**src/rtl/lsu_pkg.sv**
```systemverilog
// Shared types for the load/store unit: size encodings, FSM states, latched request and the alignment rule.
package lsu_pkg;

  typedef enum logic [1:0] {
    SZ_BYTE = 2'b00,
    SZ_HALF = 2'b01,
    SZ_WORD = 2'b10,
    SZ_RSVD = 2'b11
  } size_t;

  typedef enum logic [2:0] {
    IDLE,
    LD_RD,
    LD_RET,
    ST_WR,
    RMW_RD,
    RMW_WR,
    ERR
  } state_t;

  typedef struct packed {
    logic        store;
    size_t       size;
    logic        isUnsigned;
    logic [31:0] storeData;
  } request_t;

  // A request faults on the reserved size or when it is not naturally aligned.
  function automatic logic isMisaligned(input size_t size, input logic [1:0] addrLow);
    logic bad;
    bad = 1'b0;
    case (size)
      SZ_HALF: bad = addrLow[0];
      SZ_WORD: bad = (addrLow != 2'b00);
      SZ_RSVD: bad = 1'b1;
      default: bad = 1'b0;
    endcase
    return bad;
  endfunction

endpackage

```
**src/rtl/load_store_unit_if.sv**
```systemverilog
// Core-side request/response bundle of the load/store unit.
interface load_store_unit_if;
  logic        Req;
  logic        Store;
  logic [1:0]  Size;
  logic        Unsigned;
  logic [31:0] Addr;
  logic [31:0] StoreData;
  logic [31:0] LoadData;
  logic        Done;
  logic        Fault;
  logic        Busy;

  modport master (
    output Req, Store, Size, Unsigned, Addr, StoreData,
    input  LoadData, Done, Fault, Busy
  );

  modport slave (
    input  Req, Store, Size, Unsigned, Addr, StoreData,
    output LoadData, Done, Fault, Busy
  );
endinterface

```
**src/rtl/lsu_lane_align.sv**
```systemverilog
// Lane extraction/extension for loads and lane merge for sub-word stores.
// Big-endian lanes by default; define LSU_LITTLE_ENDIAN_EN for little-endian lanes.
module lsu_lane_align
  import lsu_pkg::*;
(
  input  size_t       size,
  input  logic        isUnsigned,
  input  logic [1:0]  byteOffset,
  input  logic [31:0] readWord,
  input  logic [31:0] storeValue,
  output logic [31:0] loadValue,
  output logic [31:0] mergedWord
);

  logic [4:0]  byteShift;
  logic [4:0]  halfShift;
  logic [4:0]  laneShift;
  logic [31:0] shifted;
  logic [31:0] laneMask;

  always_comb begin
`ifdef LSU_LITTLE_ENDIAN_EN
    byteShift = {byteOffset, 3'b000};
    halfShift = byteOffset[1] ? 5'd16 : 5'd0;
`else
    byteShift = {~byteOffset, 3'b000};
    halfShift = byteOffset[1] ? 5'd0 : 5'd16;
`endif
    laneShift = 5'd0;
    laneMask  = 32'hFFFF_FFFF;
    loadValue = readWord;
    shifted   = readWord;
    case (size)
      SZ_BYTE: begin
        laneShift = byteShift;
        shifted   = readWord >> laneShift;
        laneMask  = 32'h0000_00FF << laneShift;
        loadValue = {{24{~isUnsigned & shifted[7]}}, shifted[7:0]};
      end
      SZ_HALF: begin
        laneShift = halfShift;
        shifted   = readWord >> laneShift;
        laneMask  = 32'h0000_FFFF << laneShift;
        loadValue = {{16{~isUnsigned & shifted[15]}}, shifted[15:0]};
      end
      default: ;
    endcase
    mergedWord = (readWord & ~laneMask) | ((storeValue << laneShift) & laneMask);
  end

endmodule

```
**src/rtl/load_store_unit.sv**
```systemverilog
// Byte/half/word load-store unit in front of a word-wide data memory; Busy stalls the core per access.
// Lane order set in lsu_lane_align (LSU_LITTLE_ENDIAN_EN selects little-endian).
module load_store_unit
  import lsu_pkg::*;
#(
  parameter int ADDSIZE  = 6,
  parameter int MEMWIDTH = 32
) (
  input  logic               Clock,
  input  logic               Reset,
  load_store_unit_if.slave   core,
  output logic [ADDSIZE-1:0] MemAddress,
  output logic [31:0]        MemWriteData,
  output logic               MemoryRead,
  output logic               MemoryWrite,
  input  logic [31:0]        MemReadData
);

  generate
    if (MEMWIDTH != 32) begin : gBadWidth
      $error("load_store_unit supports MEMWIDTH = 32 only");
    end
  endgenerate

  state_t             state;
  request_t           req;
  logic [ADDSIZE+1:0] reqAddr;
  logic [31:0]        loadReg;
  logic               doneReg;
  logic               faultReg;
  logic [31:0]        loadValue;
  logic [31:0]        mergedWord;

  lsu_lane_align u_align (
    .size       (req.size),
    .isUnsigned (req.isUnsigned),
    .byteOffset (reqAddr[1:0]),
    .readWord   (MemReadData),
    .storeValue (req.storeData),
    .loadValue  (loadValue),
    .mergedWord (mergedWord)
  );

  // Requests are only looked at in IDLE, so a held Req starts exactly one access per acceptance.
  always_ff @(posedge Clock) begin
    if (Reset) begin
      state    <= IDLE;
      req      <= '0;
      reqAddr  <= '0;
      loadReg  <= '0;
      doneReg  <= 1'b0;
      faultReg <= 1'b0;
    end else begin
      doneReg  <= 1'b0;
      faultReg <= 1'b0;
      case (state)
        IDLE: begin
          if (core.Req) begin
            req.store      <= core.Store;
            req.size       <= size_t'(core.Size);
            req.isUnsigned <= core.Unsigned;
            req.storeData  <= core.StoreData;
            reqAddr        <= core.Addr[ADDSIZE+1:0];
            if (isMisaligned(size_t'(core.Size), core.Addr[1:0]))
              state <= ERR;
            else if (!core.Store)
              state <= LD_RD;
            else if (size_t'(core.Size) == SZ_WORD)
              state <= ST_WR;
            else
              state <= RMW_RD;
          end
        end
        LD_RD:  state <= LD_RET;
        LD_RET: begin
          loadReg <= loadValue;
          doneReg <= 1'b1;
          state   <= IDLE;
        end
        ST_WR: begin
          doneReg <= 1'b1;
          state   <= IDLE;
        end
        RMW_RD: state <= RMW_WR;
        RMW_WR: begin
          doneReg <= 1'b1;
          state   <= IDLE;
        end
        ERR: begin
          doneReg  <= 1'b1;
          faultReg <= 1'b1;
          state    <= IDLE;
        end
        default: state <= IDLE;
      endcase
    end
  end

  // Strobes are gated by Reset so a reset cycle can never let the negedge write land.
  always_comb begin
    MemoryRead   = !Reset && (state == LD_RD || state == RMW_RD);
    MemoryWrite  = !Reset && (state == ST_WR || state == RMW_WR);
    MemAddress   = (state == IDLE || state == ERR) ? '0 : reqAddr[ADDSIZE+1:2];
    MemWriteData = '0;
    if (state == ST_WR)
      MemWriteData = req.storeData;
    else if (state == RMW_WR)
      MemWriteData = mergedWord;
  end

  assign core.Busy     = (state != IDLE);
  assign core.LoadData = loadReg;
  assign core.Done     = doneReg;
  assign core.Fault    = faultReg;

endmodule

```
**src/flat_wrapper.sv**
```systemverilog
// flat-port wrapper written by rule: the top's interface ports become plain ports
module load_store_unit_flat import lsu_pkg::*;
#(
  parameter int ADDSIZE  = 6,
  parameter int MEMWIDTH = 32
)
  (Clock, Reset, MemAddress, MemWriteData, MemoryRead, MemoryWrite, MemReadData, core_Req, core_Store, core_Size, core_Unsigned, core_Addr, core_StoreData, core_LoadData, core_Done, core_Fault, core_Busy);
  load_store_unit_if core_i ();
  input  logic Clock;
  input  logic Reset;
  output logic [ADDSIZE-1:0] MemAddress;
  output logic [31:0] MemWriteData;
  output logic MemoryRead;
  output logic MemoryWrite;
  input  logic [31:0] MemReadData;
  input wire logic [$bits(core_i.Req)-1:0] core_Req;
  input wire logic [$bits(core_i.Store)-1:0] core_Store;
  input wire logic [$bits(core_i.Size)-1:0] core_Size;
  input wire logic [$bits(core_i.Unsigned)-1:0] core_Unsigned;
  input wire logic [$bits(core_i.Addr)-1:0] core_Addr;
  input wire logic [$bits(core_i.StoreData)-1:0] core_StoreData;
  output wire logic [$bits(core_i.LoadData)-1:0] core_LoadData;
  output wire logic [$bits(core_i.Done)-1:0] core_Done;
  output wire logic [$bits(core_i.Fault)-1:0] core_Fault;
  output wire logic [$bits(core_i.Busy)-1:0] core_Busy;
  assign core_i.Req = core_Req;
  assign core_i.Store = core_Store;
  assign core_i.Size = core_Size;
  assign core_i.Unsigned = core_Unsigned;
  assign core_i.Addr = core_Addr;
  assign core_i.StoreData = core_StoreData;
  assign core_LoadData = core_i.LoadData;
  assign core_Done = core_i.Done;
  assign core_Fault = core_i.Fault;
  assign core_Busy = core_i.Busy;
  load_store_unit #(.ADDSIZE(ADDSIZE), .MEMWIDTH(MEMWIDTH)) u_core (.Clock(Clock), .Reset(Reset), .core(core_i), .MemAddress(MemAddress), .MemWriteData(MemWriteData), .MemoryRead(MemoryRead), .MemoryWrite(MemoryWrite), .MemReadData(MemReadData));
endmodule
```
**config.mk**
```make
export PLATFORM = sky130hd
export DESIGN_NAME = load_store_unit_flat
export DESIGN_NICKNAME = d
export VERILOG_FILES = /design/src/rtl/lsu_pkg.sv /design/src/rtl/load_store_unit_if.sv /design/src/rtl/lsu_lane_align.sv /design/src/rtl/load_store_unit.sv /design/src/flat_wrapper.sv
export SDC_FILE = /design/constraint.sdc
export NUM_CORES = 1
export LEC_CHECK = 0
export CAP_MARGIN = 25
export CORE_ASPECT_RATIO = 0.8
export CORE_MARGIN = 3
export CORE_UTILIZATION = 38
export CTS_BUF_LIST = sky130_fd_sc_hd__clkbuf_8
export DETAILED_ROUTE_END_ITERATION = 8
export PLACE_DENSITY = 0.7
export SYNTH_ARGS = -nofsm -noshare
export SYNTH_HDL_FRONTEND = slang
export SYNTH_HIERARCHICAL = 1
export SYNTH_SLANG_ARGS = --single-unit
export TNS_END_PERCENT = 20
```
**constraint.sdc**
```tcl
create_clock -name Clock -period 2.1 [get_ports Clock]
set_input_delay 0.21 -clock Clock [delete_from_list [all_inputs] [get_ports Clock]]
set_output_delay 0.21 -clock Clock [all_outputs]
set_load 0.01 [all_outputs]
```
# == Yosys cells after proc, flatten, opt, wreduce, memory -nomap -nowiden ==
# Cells that the tools add are included.
# word_totals
register_bits,80
latch_bits,0
mem_bits_rw,0
mem_bits_ro,0
inputBits,103
output_inout_bits,75
wordCells,62
n_memories,0
# classes
n_addsub,0
n_mul,0
n_div,0
n_lt_le_gt_ge,0
n_eq_ne,11
n_shift,5
mux,18
bitwise_logic,8
reduce_logical,12
# ops
operator,count
case mux 32 bit (2 select lines),2
AND 32 bit,2
2-to-1 mux 32 bit,2
inverter 32 bit,1
bitwise OR 32 bit,1
<< shifter 16 x 5 -> 32 bit (first input constant),1
<< shifter 32 x 5 -> 32 bit,1
<< shifter 8 x 5 -> 32 bit (first input constant),1
right shift 32 x 5 -> 16 bit,1
right shift 32 x 5 -> 8 bit,1
2-to-1 mux 3 bit,4
case mux 5 bit (2 select lines),1
equality test 3 bit (second input constant),3
case mux 3 bit (3 select lines),1
equality test 3 x 2 -> 1 bit (second input constant),2
2-to-1 mux 6 bit,1
2-to-1 mux 1 bit,5
2-to-1 mux 5 bit,1
equality test 2 x 1 -> 1 bit (second input constant),2
equality test 2 bit (second input constant),2
OR reduction 4 bit,1
equality test 3 x 1 -> 1 bit (second input constant),1
logical NOT 3 bit,1
logical OR 1 bit,3
11 further kinds,13

# == Logic depth before layout (Yosys ltp) ==
# logic_depth
depth_word,8
mapped_depth,8
ltp_nobuf,5

# == Modules after synthesis ==
# The synthesis kept the hierarchy.
# by_module_without_submodules
mod,n_inst,cells_per_inst,area_each_um2,seq_area_each_um2
load_store_unit,1,406,3271.9,1601.5
lsu_lane_align,1,229,1680.4,0.0

# == Worst setup path after synthesis ==
# OpenSTA, ideal clock, no wires.
# synth_timing
path_kind,register -> output
from,"reg, netlist name u_core/req[33]"
to,out MemWriteData[10]
arrival_time_ns,1.616
t_required_ns,1.890
path_slack_ns,0.274
stages_incl_launch_ff,6
n_path_buf,1
cell_sequence,dfxtp_1 -> buf_6 -> nor3_4 -> mux2_2 -> mux2_2 -> a22o_1
# synth_via
elab_chain_len,7
elab_cells_between_ends,11
classes_between,1 x eq/ne; 1 x shift; 4 x mux; 4 x bitwise; 1 x reduce/logical
# synth_lines
item,line_no,text
equality test 2 x 1 -> 1 bit or logical NOT 2 bit (tied branches),lsu_lane_align.sv:33,case (size)
case mux 5 bit (2 select lines) or case mux 32 bit (2 select lines) (tied branches),lsu_lane_align.sv:33,
<< shifter 32 x 5 -> 32 bit or inverter 32 bit (tied branches),lsu_lane_align.sv:48,mergedWord = (readWord & ~laneMask) | ((storeValue << laneShift) & laneMask);
AND 32 bit,lsu_lane_align.sv:48,
bitwise OR 32 bit (*),lsu_lane_align.sv:48,
net u_core.mergedWord[10],load_store_unit.sv:32,logic [31:0] mergedWord;
2-to-1 mux 32 bit (*),load_store_unit.sv:107,else if (state == RMW_WR)
2-to-1 mux 32 bit (*),load_store_unit.sv:105,if (state == ST_WR)
"end, declared",flat_wrapper.sv:12,output logic [31:0] MemWriteData;
# Mark *: on every way through the listed nets, which the timed path passes. The rest lies on a longest branch.

# == Final worst setup path ==
# layout_timing
from,reg u_core.reqAddr[0]
to,out MemWriteData[16]
# layout_via
elab_chain_len,8
elab_cells_between_ends,11
classes_between,2 x shift; 4 x mux; 5 x bitwise
# layout_lines
item,line_no,text
"start, declared",load_store_unit.sv:27,logic [ADDSIZE+1:0] reqAddr;
"start signal, assigned",load_store_unit.sv:63,reqAddr <= core.Addr[ADDSIZE+1:0];
inverter 2 bit (*),lsu_lane_align.sv:26,"byteShift = {~byteOffset, 3'b000};"
"parallel branches: the longest is 4 deep, another holds << shifter 32 x 5 -> 32 bit",n/a,
bitwise OR 32 bit (*),lsu_lane_align.sv:48,
net u_core.mergedWord[16],load_store_unit.sv:32,
2-to-1 mux 32 bit (*),load_store_unit.sv:107,
2-to-1 mux 32 bit (*),load_store_unit.sv:105,
# Mark *: on every way through the listed nets, which the timed path passes.

==> metrics <==
number of antenna violations at the first check in global routing 0; CTS H-Tree Depth 3; min Tclk post-route 2.32 ns; met2 wire length 8360 um; Cell Area, Synth 4950 sq um; Setup Skew 0.0108 ns; total track usage 24.7%; DRT antenna net count 0; max-capacitance violation count 0; crit path kind flip-flop to output pin; top routing layer in use met4; fmax 431 MHz; Clock Sinks 80; Met1 Wirelength 8360 um; largest family of logic cells by synthesized area compound AO/OA/AOI/OAI gates; fill cell count 1160; initial core utilization 39.8%; failing checks negative setup slack; routed wire length per instance 18.8 um; HP Start core_StoreData[16]; Rel. slew slack 51.7%; Seq/Total Area, Yosys 32.3%; HPWL after detailed placement 13600 um; Adder-Cell Fraction of Synth Area 0%; Reg area 1620 sq um; IO Count 178; Hold Buf Count CTS 0; clk slew on worst S/H paths 0.09 ns; CTS Root Cell clkbuf_8; core area 12400 sq um; CTS tree yes; Final Cycle Share 110%; number of distinct library cells after synthesis 50; Finished Layout Cells 980; vias per cell 5.52; RSZ-0062 raised after global routing true; Reg2Reg Launch Point u_core/reqAddr[0]; first-pass GRT wire length 28200 um; Layout Nets 907; placed cells 957; ys async rst share 0%; Final Total Pwr 4.94 mW; Slew @ Worst Pin 0.724 ns; routed vias 5411; Mapped Cells 635; Yosys top cell area share 32.3%; WL final 18400 um; Die ar. 14400 sq um; simple-gate share of the synthesized area 22.5%; Worst Setup SP u_core/reqAddr[0]; synthesized flop and latch total 80; Leak Pwr 2.88 nW; Syn Area/Cell 7.80 sq um; Syn Nets 738; Worst EP required 1.89 ns; Chip Height 108 um; die width 134 um; Post-Synth XOR/XNOR Area 0.531%; hold_ws 0.390 ns; # DRC 0; WL met3 1430 um; CP Capture Type output pin; Critical Path AT 2.11 ns; number of synthesized flops with an enable pin 0; gpl congestion 1.00; maximum clock insertion buffer count 2; Pre-antenna DRT Iters 5; cell area power density 682 nW/um^2; Setup-failing EPs final 31; min setup slack post-route -0.218 ns; startpoint class of the critical path flip-flop; multi-input logic area 3070 sq um; cell taking the most area after synthesis dfxtp_1; CP Max Fanout 12; Pins Over Slew Limit 0; GRT Residual Overflow 0; post-synthesis mux area share 9.40%; clk_lat worst skew 0.36 ns; endpoints failing hold 0; worst hold path type input pin to flip-flop; layout cells sized above 1 21.0%; Compound-Gate Fraction of Synth Area 27.3%; n_diodes 0; std cell rows 36; worst vdd ir 0.407 mV; vias in the first global route 5065; status complete, but fails checks; largest cells by area after synthesis dfxtp_1 32%, nand2_1 13%, a21oi_1 8.3%, a22o_1 5.7%, mux2_2 5.5%; largest net degree at the start of global routing 44; Syn-to-layout area delta 46.2%; TritonCTS Buffers 9; top_reg_cell synth dfxtp_1; Port Buffer Count 153; Synthesis Warnings 6; Iteration-0 DRC Markers 526
[cells by family (layout without fill, tap and decap cells)]
| family | after synthesis | count (layout) |
|---|---|---|
| AOI/OAI and AO/OA | 194 | 194 |
| xor gates and xnor gates | 3 | 3 |
| buffers and inverters | 71 | 245 |
| DFF | 80 | 80 |
| muxes | 43 | 43 |
| and+or+nand+nor | 244 | 244 |
[sequential cells by signal, summed over array words and instances, names as in the netlist]
register and flops:
u_core/state 3, u_core/req 35, u_core/core.Done 1, u_core/core.LoadData 32, u_core/reqAddr 8, u_core/core.Fault 1
[worst max-delay path, cell delays in order (launching register included)]
cell	delay (ns)
dfxtp_4	0.38
buf_8	0.15
o21bai_4	0.18
buf_6	0.13
buf_4	0.11
mux2i_4	0.23
o21ai_0	0.10
a22o_1	0.24
clkdlybuf4s15_2	0.22
[Yosys cell counts (2+ instances only)]
cell type and count:
dfxtp_1 80, buf_2 23, or3_1 3, mux2i_1 18, o21ai_0 11, a21oi_1 82, clkbuf_1 20, nand2_1 177
or3b_1 8, xor2_1 2, nor2b_1 24, o22ai_1 16, a21o_1 2, buf_6 9, mux2_2 24, or4b_1 2
nand2b_1 2, nor3_1 3, o221ai_1 7, inv_1 11, a22o_1 32, a221o_1 15, a21oi_2 4, a22oi_1 7
buf_4 7, a2bb2oi_1 9, nor2_1 14
[final cells by class]
class	instances	area share [%]
tap	171	2.96
timing repair buffer	218	28.4
multi-input combinational	484	42.4
clock buffer	9	1.71
clock inverter	7	1.66
sequential	80	22.3
inverter	11	0.570
[timing repair]
action,CTS,global route
resized for setup,153,21
buffers inserted,6,1
endpoints found under the setup margin,39,37
pin swaps,7,6
[layer usage]
layer | vias up | track usage [%]
li1 | 2582 | -
met1 | 2553 | 34.2
met2 | 253 | 38.8
met3 | 23 | 6.37
met4 | 0 | 5.51
met5 | - | 0
[cell usage in the layout, fill, tap and decap left out, types with 4 or more instances in the layout]
| master | count |
|---|---|
| nor2b_1 | 24 |
| o221ai_1 | 7 |
| o21ai_0 | 6 |
| nor2_1 | 11 |
| mux2_2 | 13 |
| o22ai_1 | 16 |
| or3b_1 | 8 |
| o21ai_1 | 4 |
| nand2_1 | 177 |
| a22o_1 | 32 |
| a2bb2oi_1 | 9 |
| a21oi_2 | 5 |
| a22oi_1 | 7 |
| dlymetal6s2s_1 | 4 |
| buf_2 | 26 |
| a21oi_1 | 81 |
| dfxtp_1 | 74 |
| mux2i_1 | 14 |
| clkdlybuf4s50_1 | 114 |
| inv_1 | 11 |
| a221o_1 | 15 |
| buf_4 | 45 |
| buf_12 | 10 |
| buf_6 | 9 |
| mux2_4 | 12 |
| clkdlybuf4s15_2 | 4 |
| clkbuf_8 | 9 |
[report_power, final]
| group | switching (mW) | internal [mW] |
|---|---|---|
| logic | 0.889 | 0.896 |
| clock network | 0.626 | 0.792 |
| registers | 0.0942 | 1.64 |
| total | 1.61 | 3.33 |
[worst paths after layout]
check	to	slack (ns)	cells past startpoint
min	u_core/req[16]	0.39	3
max	MemWriteData[16]	-0.22	8
min reg2reg	u_core/reqAddr[7]	0.46	2
max reg2reg	u_core/core.LoadData[11]	0.18	8
[through the flow]
stage | setup TNS, ns | worst slack (ns) | utilization (%) | cell area, sq um
floorplan | 0 | 0.274 | - | 4950
global placement | -2.78 | -0.163 | 55.5 | 6900
detailed placement | -3.05 | -0.167 | 55.5 | 6900
CTS | -4.29 | -0.200 | 57.9 | 7200
global route | -6.23 | -0.270 | 58.2 | 7240
finish | -4.19 | -0.218 | 58.2 | 7240
Power figures use the tool's default switching activity.
